### src/rtl/layer_composer.sv
// layer_composer: scales and mixes two palette-indexed layers into one output line.
//
// A line starts on line_start. Each accepted next_pixel request advances a
// 10.7 fixed-point position accumulator by hscale and drives its integer part
// onto composer_rd_idx. Both line buffers answer one cycle later; the mix
// (layer1 over layer0 over bg_color, 8'h00 = transparent) is registered on the
// following edge. pixel_valid therefore rises two clocks after each accepted
// request, one output per request, in order.
//
// Ports:
//   clk, rst                         clock, synchronous active-high reset
//   line_start                       one-cycle pulse, (re)starts a line
//   next_pixel                       per-cycle pixel request
//   hscale[7:0]                      horizontal step, 1.7 fixed point
//   layer0_en, layer1_en             layer enables
//   bg_color[7:0]                    index used when no layer pixel is opaque
//   composer_rd_idx[9:0]             read index to both line buffers
//   layer0_rd_data, layer1_rd_data   line buffer data, one cycle after the index
//   pixel_data[7:0], pixel_valid     composed output and its qualifier
//   line_done                        pulses with the last pixel of a full line
module layer_composer #(
  parameter int LINE_PIXELS = 640
) (
  input  logic       clk,
  input  logic       rst,
  input  logic       line_start,
  input  logic       next_pixel,
  input  logic [7:0] hscale,
  input  logic       layer0_en,
  input  logic       layer1_en,
  input  logic [7:0] bg_color,
  output logic [9:0] composer_rd_idx,
  input  logic [7:0] layer0_rd_data,
  input  logic [7:0] layer1_rd_data,
  output logic [7:0] pixel_data,
  output logic       pixel_valid,
  output logic       line_done
);

  localparam int CW = $clog2(LINE_PIXELS + 1);
  localparam int STAGES = 2;
  localparam logic [CW-1:0] LAST_CNT = CW'(LINE_PIXELS - 1);

  typedef enum logic {IDLE, ACTIVE} state_t;

  state_t            state_q, state_d;
  logic [16:0]       acc_q, acc_d;
  logic [CW-1:0]     cnt_q, cnt_d;
  logic [9:0]        rd_idx_q, rd_idx_d;
  logic [7:0]        pixel_data_q, pixel_data_d;
  // [0] aligned with composer_rd_idx, [1] with the line buffer data,
  // [STAGES] with the registered output.
  logic [STAGES:0]   vld_pipe_q, vld_pipe_d;
  logic [STAGES:0]   last_pipe_q, last_pipe_d;

  logic accept;
  logic last_req;
  logic [7:0] mix;

  always_comb begin
    if (layer1_en && (layer1_rd_data != 8'h00))      mix = layer1_rd_data;
    else if (layer0_en && (layer0_rd_data != 8'h00)) mix = layer0_rd_data;
    else                                             mix = bg_color;
  end

  always_comb begin
    state_d      = state_q;
    acc_d        = acc_q;
    cnt_d        = cnt_q;
    rd_idx_d     = rd_idx_q;
    pixel_data_d = pixel_data_q;

    // line_start wins over a same-cycle request.
    accept   = (state_q == ACTIVE) && next_pixel && !line_start;
    last_req = (cnt_q == LAST_CNT);

    vld_pipe_d  = {vld_pipe_q[STAGES-1:0], accept};
    last_pipe_d = {last_pipe_q[STAGES-1:0], accept && last_req};

    if (line_start) begin
      state_d     = ACTIVE;
      acc_d       = '0;
      cnt_d       = '0;
      // Drop everything in flight, including the pixel that would have
      // emerged on this very edge.
      vld_pipe_d  = '0;
      last_pipe_d = '0;
    end else if (accept) begin
      rd_idx_d = acc_q[16:7];
      acc_d    = acc_q + 17'(hscale);  // wraps modulo 2^17 by width
      cnt_d    = cnt_q + 1'b1;
      if (last_req) state_d = IDLE;
    end

    // Output holds its last value between valid pixels.
    if (vld_pipe_d[STAGES]) pixel_data_d = mix;
  end

  always_ff @(posedge clk) begin
    if (rst) begin
      state_q      <= IDLE;
      acc_q        <= '0;
      cnt_q        <= '0;
      rd_idx_q     <= '0;
      pixel_data_q <= '0;
      vld_pipe_q   <= '0;
      last_pipe_q  <= '0;
    end else begin
      state_q      <= state_d;
      acc_q        <= acc_d;
      cnt_q        <= cnt_d;
      rd_idx_q     <= rd_idx_d;
      pixel_data_q <= pixel_data_d;
      vld_pipe_q   <= vld_pipe_d;
      last_pipe_q  <= last_pipe_d;
    end
  end

  assign composer_rd_idx = rd_idx_q;
  assign pixel_data      = pixel_data_q;
  assign pixel_valid     = vld_pipe_q[STAGES];
  assign line_done       = last_pipe_q[STAGES];

endmodule

### config.mk
export PLATFORM = sky130hd
export DESIGN_NAME = layer_composer
export DESIGN_NICKNAME = d
export VERILOG_FILES = /design/src/rtl/layer_composer.sv
export SDC_FILE = /design/constraint.sdc
export NUM_CORES = 1
export LEC_CHECK = 0
export CORE_AREA = 2 2 77 79
export DETAILED_ROUTE_END_ITERATION = 10
export DIE_AREA = 0 0 79 81
export PLACE_DENSITY = 0.72
export SYNTH_ARGS = -nofsm -noshare
export SYNTH_HDL_FRONTEND = slang
export SYNTH_SLANG_ARGS = --single-unit
export TNS_END_PERCENT = 50
### constraint.sdc
create_clock -name clk -period 4.05 [get_ports clk]
set_input_delay 0.81 -clock clk [delete_from_list [all_inputs] [get_ports clk]]
set_output_delay 0.81 -clock clk [all_outputs]
set_load 0.01 [all_outputs]
* Word level (Yosys, flattened, before mapping)
Cells that the tools add are included.
** Word-level totals
- Word-level logic and storage cells :: 31
- Output and inout bits :: 20
- Input port bits :: 38
- Register bits :: 52
** Cells by class
- Reductions and logical operators :: 13
- Eq/ne operators :: 1
- Mux-type cells :: 6
- Add/subtract/negate cells :: 2
- Bitwise logic cells :: 1
** Operator list (number)
- adder 17 x 8 -> 17 bit :: 1
- two-way mux 8 bit :: 2
- nonzero test 8 bit :: 2
- adder 10 x 1 -> 10 bit (second input constant) :: 1
- == test 10 bit (second input constant) :: 1
- logical AND 1 bit :: 5
- AND reduction 2 bit :: 2
- nonzero test 2 bit :: 2
- two-way mux 1 bit :: 3
- two-way mux 3 bit :: 1
- OR reduction 2 bit :: 1
- zero test 1 bit :: 1
- inverter 1 bit :: 1

* Logic depth before layout (Yosys ltp)
- Depth in word-level cells :: 4
- Gate-level depth with buffers :: 7
- Gate-level depth less buffers :: 7

* Worst setup path after synthesis
OpenSTA, ideal clock, no wires.
- Path type :: input port to flip-flop
- From :: in hscale[0]
- To :: reg acc_q[6]
- Cell stages on the path :: 7
- Setup slack :: 1.490 ns
- Arrival :: 2.440 ns
- Path buffers :: 0
- Setup time :: 0.120 ns
- Required time :: 3.930 ns
- Path through :: ha_1 -> fa_1 -> a211oi_1 -> o21bai_1 -> a21oi_1 -> nor4_1 -> a211o_1
** Between the ends
- Longest elaborated chain between the ends :: 1
** Ends and longest elaborated chain
- start, declared :: line 28 : input logic [7:0] hscale,
- adder 17 x 8 -> 17 bit :: line 90 : acc_d = acc_q + 17'(hscale);
- end signal, assigned :: line 102 : acc_q <= '0;
- end signal, assigned :: line 110 : acc_q <= acc_d;
- end, declared :: line 47 : logic [16:0] acc_q, acc_d;
No other way between the ends.
A chain may end at the register's enable or synchronous reset.

* Final worst setup path
- From :: in hscale[0]
- To :: reg acc_q[16]
Same word-level chain as after synthesis.

==> flow_summary_export.csv <==
group,metric,value,unit
run,cap_viol_max_count,0,
timing,hold_violations,0,
finish,layout-drive-gt1-share,5.64,%
route,routed-via-count,2156,
timing,max_freq,0.352,GHz
finish,postLayoutCoreUtil,56.0,%
timing,clock_skew,0.00488,ns
synthesis,synthCells,282,
power,p_leak,1.10,nW
power,p_sw,0.220,mW
grt,grt_overflow,0,
clock_tree,cts_tree,"done",
power,powerDensity,311,nW/um2
clock_tree,insertion_delay,0.31,ns
timing,fin_ws,1.21,ns
floorplan,initial_core_util,42.9,%
placed_design,place_ws,0.916,ns
worst_setup_path,path_max_fanout,5,
synthesis,synthDistinctLibCells,43,
clock_tree,clk_pin_slew,0.09,ns
worst_setup_path,cp.required,4.23,ns
clock_tree,cts_resized,0,
finish,areaGrowthSynthToFinish,30.8,%
route,avgViaCountPerCell,5.23,
floorplan,rows,28,
worst_setup_path,path_class,"in -> reg",
grt,grt_max_degree,27,
route,wl_met1,2500,um
grt,track_usage,16.8,%
timing,fin_tns_setup,0,ns
floorplan,core,5680,um2
min_path,holdCritPathClass,"reg -> reg",
finish,stdcell_count,412,
grt,grt_pass1_wl,8530,um
synthesis,yosysTopAreaCellShare,42.8,%
clock_tree,cts-root-buf,"clkbuf_8",
synthesis,postSynthNetCount,330,
clock_tree,clock-sinks,52,
timing,drv_slew,0,
synthesis,yosysSeqAreaShare,42.8,%
power,switching_share,22.3,%
route,drc,0,
timing,grt_setup_unrepaired,"no",
route,drt-total-wl,5260,um
clock_tree,clockBufferDepth,2,
floorplan,die_area,6400,um2
placed_design,place_inst,404,
placed_design,port_buffers,57,
finish,nNetsFinal,384,
route,wl_met2,2500,um
power,p_clk_share,37.6,%
synthesis,synth_area,2430,um2
placed_design,gp_congestion,0.812,
clock_tree,hold_buffers,0,
synthesis,ys_ff_latch,52,
placed_design,dp_hpwl,3910,um
clock_tree,h-tree-depth,2,
clock_tree,cts_buffers,5,
worst_setup_path,startpoint_type,"primary input",
timing,setup_viol,0,
power,power_frac_comb,10.1,%
route,drtIter0Drc,91,
synthesis,synth.avg_cell_area,8.63,um2
power,ir_worst_vdd,0.154,mV
worst_setup_path,cp-end-kind,"register",
worst_setup_path,cp_data_arrival_time,3.02,ns
finish,diodes,0,
route,dr.pass1.iters,4,
power,power.internal,0.768,mW
timing,timing.final.crit_share,70.1,%
route,ant_nets,0,
floorplan,io_pins,58,
floorplan,die_h,81,um
synthesis,synth_area_leaders,"dfxtp_1 43%, nand2_1 7.1%, xor2_1 5.4%, nor2_1 4.8%, ha_1 4.6%",
route,wl_met3,201,um
grt,antenna_found_initial,0,
timing,worst_pin_slew,0.624,ns
power,seq_power_share,52.3,%
timing,max_slew_margin,58.3,%
grt,first_global_vias,1928,
synthesis,yosysTopAreaCell,"dfxtp_1",
floorplan,die_x,79,um
outcome,status,"finished clean",
route,wl_per_cell,12.8,um
route,top_layer,"met4",
synthesis,synth_warnings,0,
clock_tree,post_cts_buffers,0,
timing,min_period,2.84,ns
final timing paths:
| kind | startpoint | to | slack (ns) | cells past startpoint |
|---|---|---|---|---|
| setup / recovery | hscale[0] | acc_q[16] | 1.21 | 8 |
| hold / removal | vld_pipe_q[0] | vld_pipe_q[1] | 0.45 | 1 |
| setup reg to reg | acc_q[0] | acc_q[16] | 1.82 | 7 |
| hold reg to reg | vld_pipe_q[0] | vld_pipe_q[1] | 0.45 | 1 |
cell families after synthesis:
group | share of synthesized area, %
simple gates | 20.8
fa+ha+maj | 5.45
compound gates | 21.8
flops | 42.8
xor+xnor | 7.20
buf+inv | 2.01
registers in the layout (all words and copies together) (netlist names):
| name | flops |
|---|---|
| composer_rd_idx | 10 |
| state_q | 1 |
| pixel_data | 8 |
| acc_q | 17 |
| cnt_q | 10 |
| vld_pipe_q | 3 |
| last_pipe_q | 3 |
cells in the mapped netlist (all sizes together):
cell type / instances
a22o: 2
and3: 1
a221oi: 8
a211o: 2
o211ai: 5
or2: 2
nor3: 3
or2b: 1
dfxtp: 52
o41ai: 1
nor2: 31
inv: 3
xor2: 15
or4: 2
a21oi: 20
o31ai: 1
a211oi: 4
nand3b: 1
and3b: 1
a31oi: 1
clkbuf: 10
o2111ai: 2
or3: 1
nand2: 46
a21o: 1
and2: 7
nand3: 7
nand4b: 1
nand4: 2
o21bai: 3
xnor2: 5
o311ai: 1
nor4: 5
o21ai: 25
fa: 1
ha: 9
metal layers:
layer  up-vias  track usage (%)
met5         -                0
met4         0             4.83
met3         5             4.33
met2        48             28.0
met1       996             21.6
li1       1107                -
cells in the final DEF (no fill, tap or decap), drive strengths merged, types with 4 or more instances in the layout:
cell / instances
a211oi: 4
a21oi: 20
o21ai: 25
clkbuf: 6
clkdlybuf4s50: 57
dfxtp: 52
xor2: 15
xnor2: 5
and2: 7
o211ai: 5
nor4: 5
a221oi: 8
nand3: 7
nor2: 31
nand2: 46
ha: 9
critical path, cell delays in order:
cell and delay [ns]:
clkdlybuf4s50_1 0.41, ha_1 0.26, fa_1 0.43, a211oi_1 0.46, nor3_2 0.15, o21ai_0 0.26, xor2_1 0.19, nor2_1 0.06
metrics by stage:
step	area [um2]	hold slack [ns]	power, mW
final	3180	0.448	0.988
after global routing	3180	0.461	1.03
after CTS	3180	0.448	0.999
after detailed placement	3060	0.429	0.629
after global placement	3060	0.408	0.627
after floorplan	2430	0.406	0.578
cell type report:
type                       instances  area [um2]
tap                               75        93.8
timing repair buffer              57         571
fill                             542        2490
sequential                        52        1040
inverter                           3        11.3
clock buffer                       6        82.6
clock inverter                     2        38.8
multi-input combinational        217        1340
power by group through the flow:
stage / logic, mW / clock network (mW) / registers [mW]
3_3_place_gp: 0.0988 / 0 / 0.529
4_1_cts: 0.101 / 0.382 / 0.517
2_1_floorplan: 0.0499 / 0 / 0.528
5_1_grt: 0.110 / 0.406 / 0.518
3_5_place_dp: 0.0999 / 0 / 0.529
6_report: 0.100 / 0.371 / 0.517
Power figures use the tool's default switching activity.
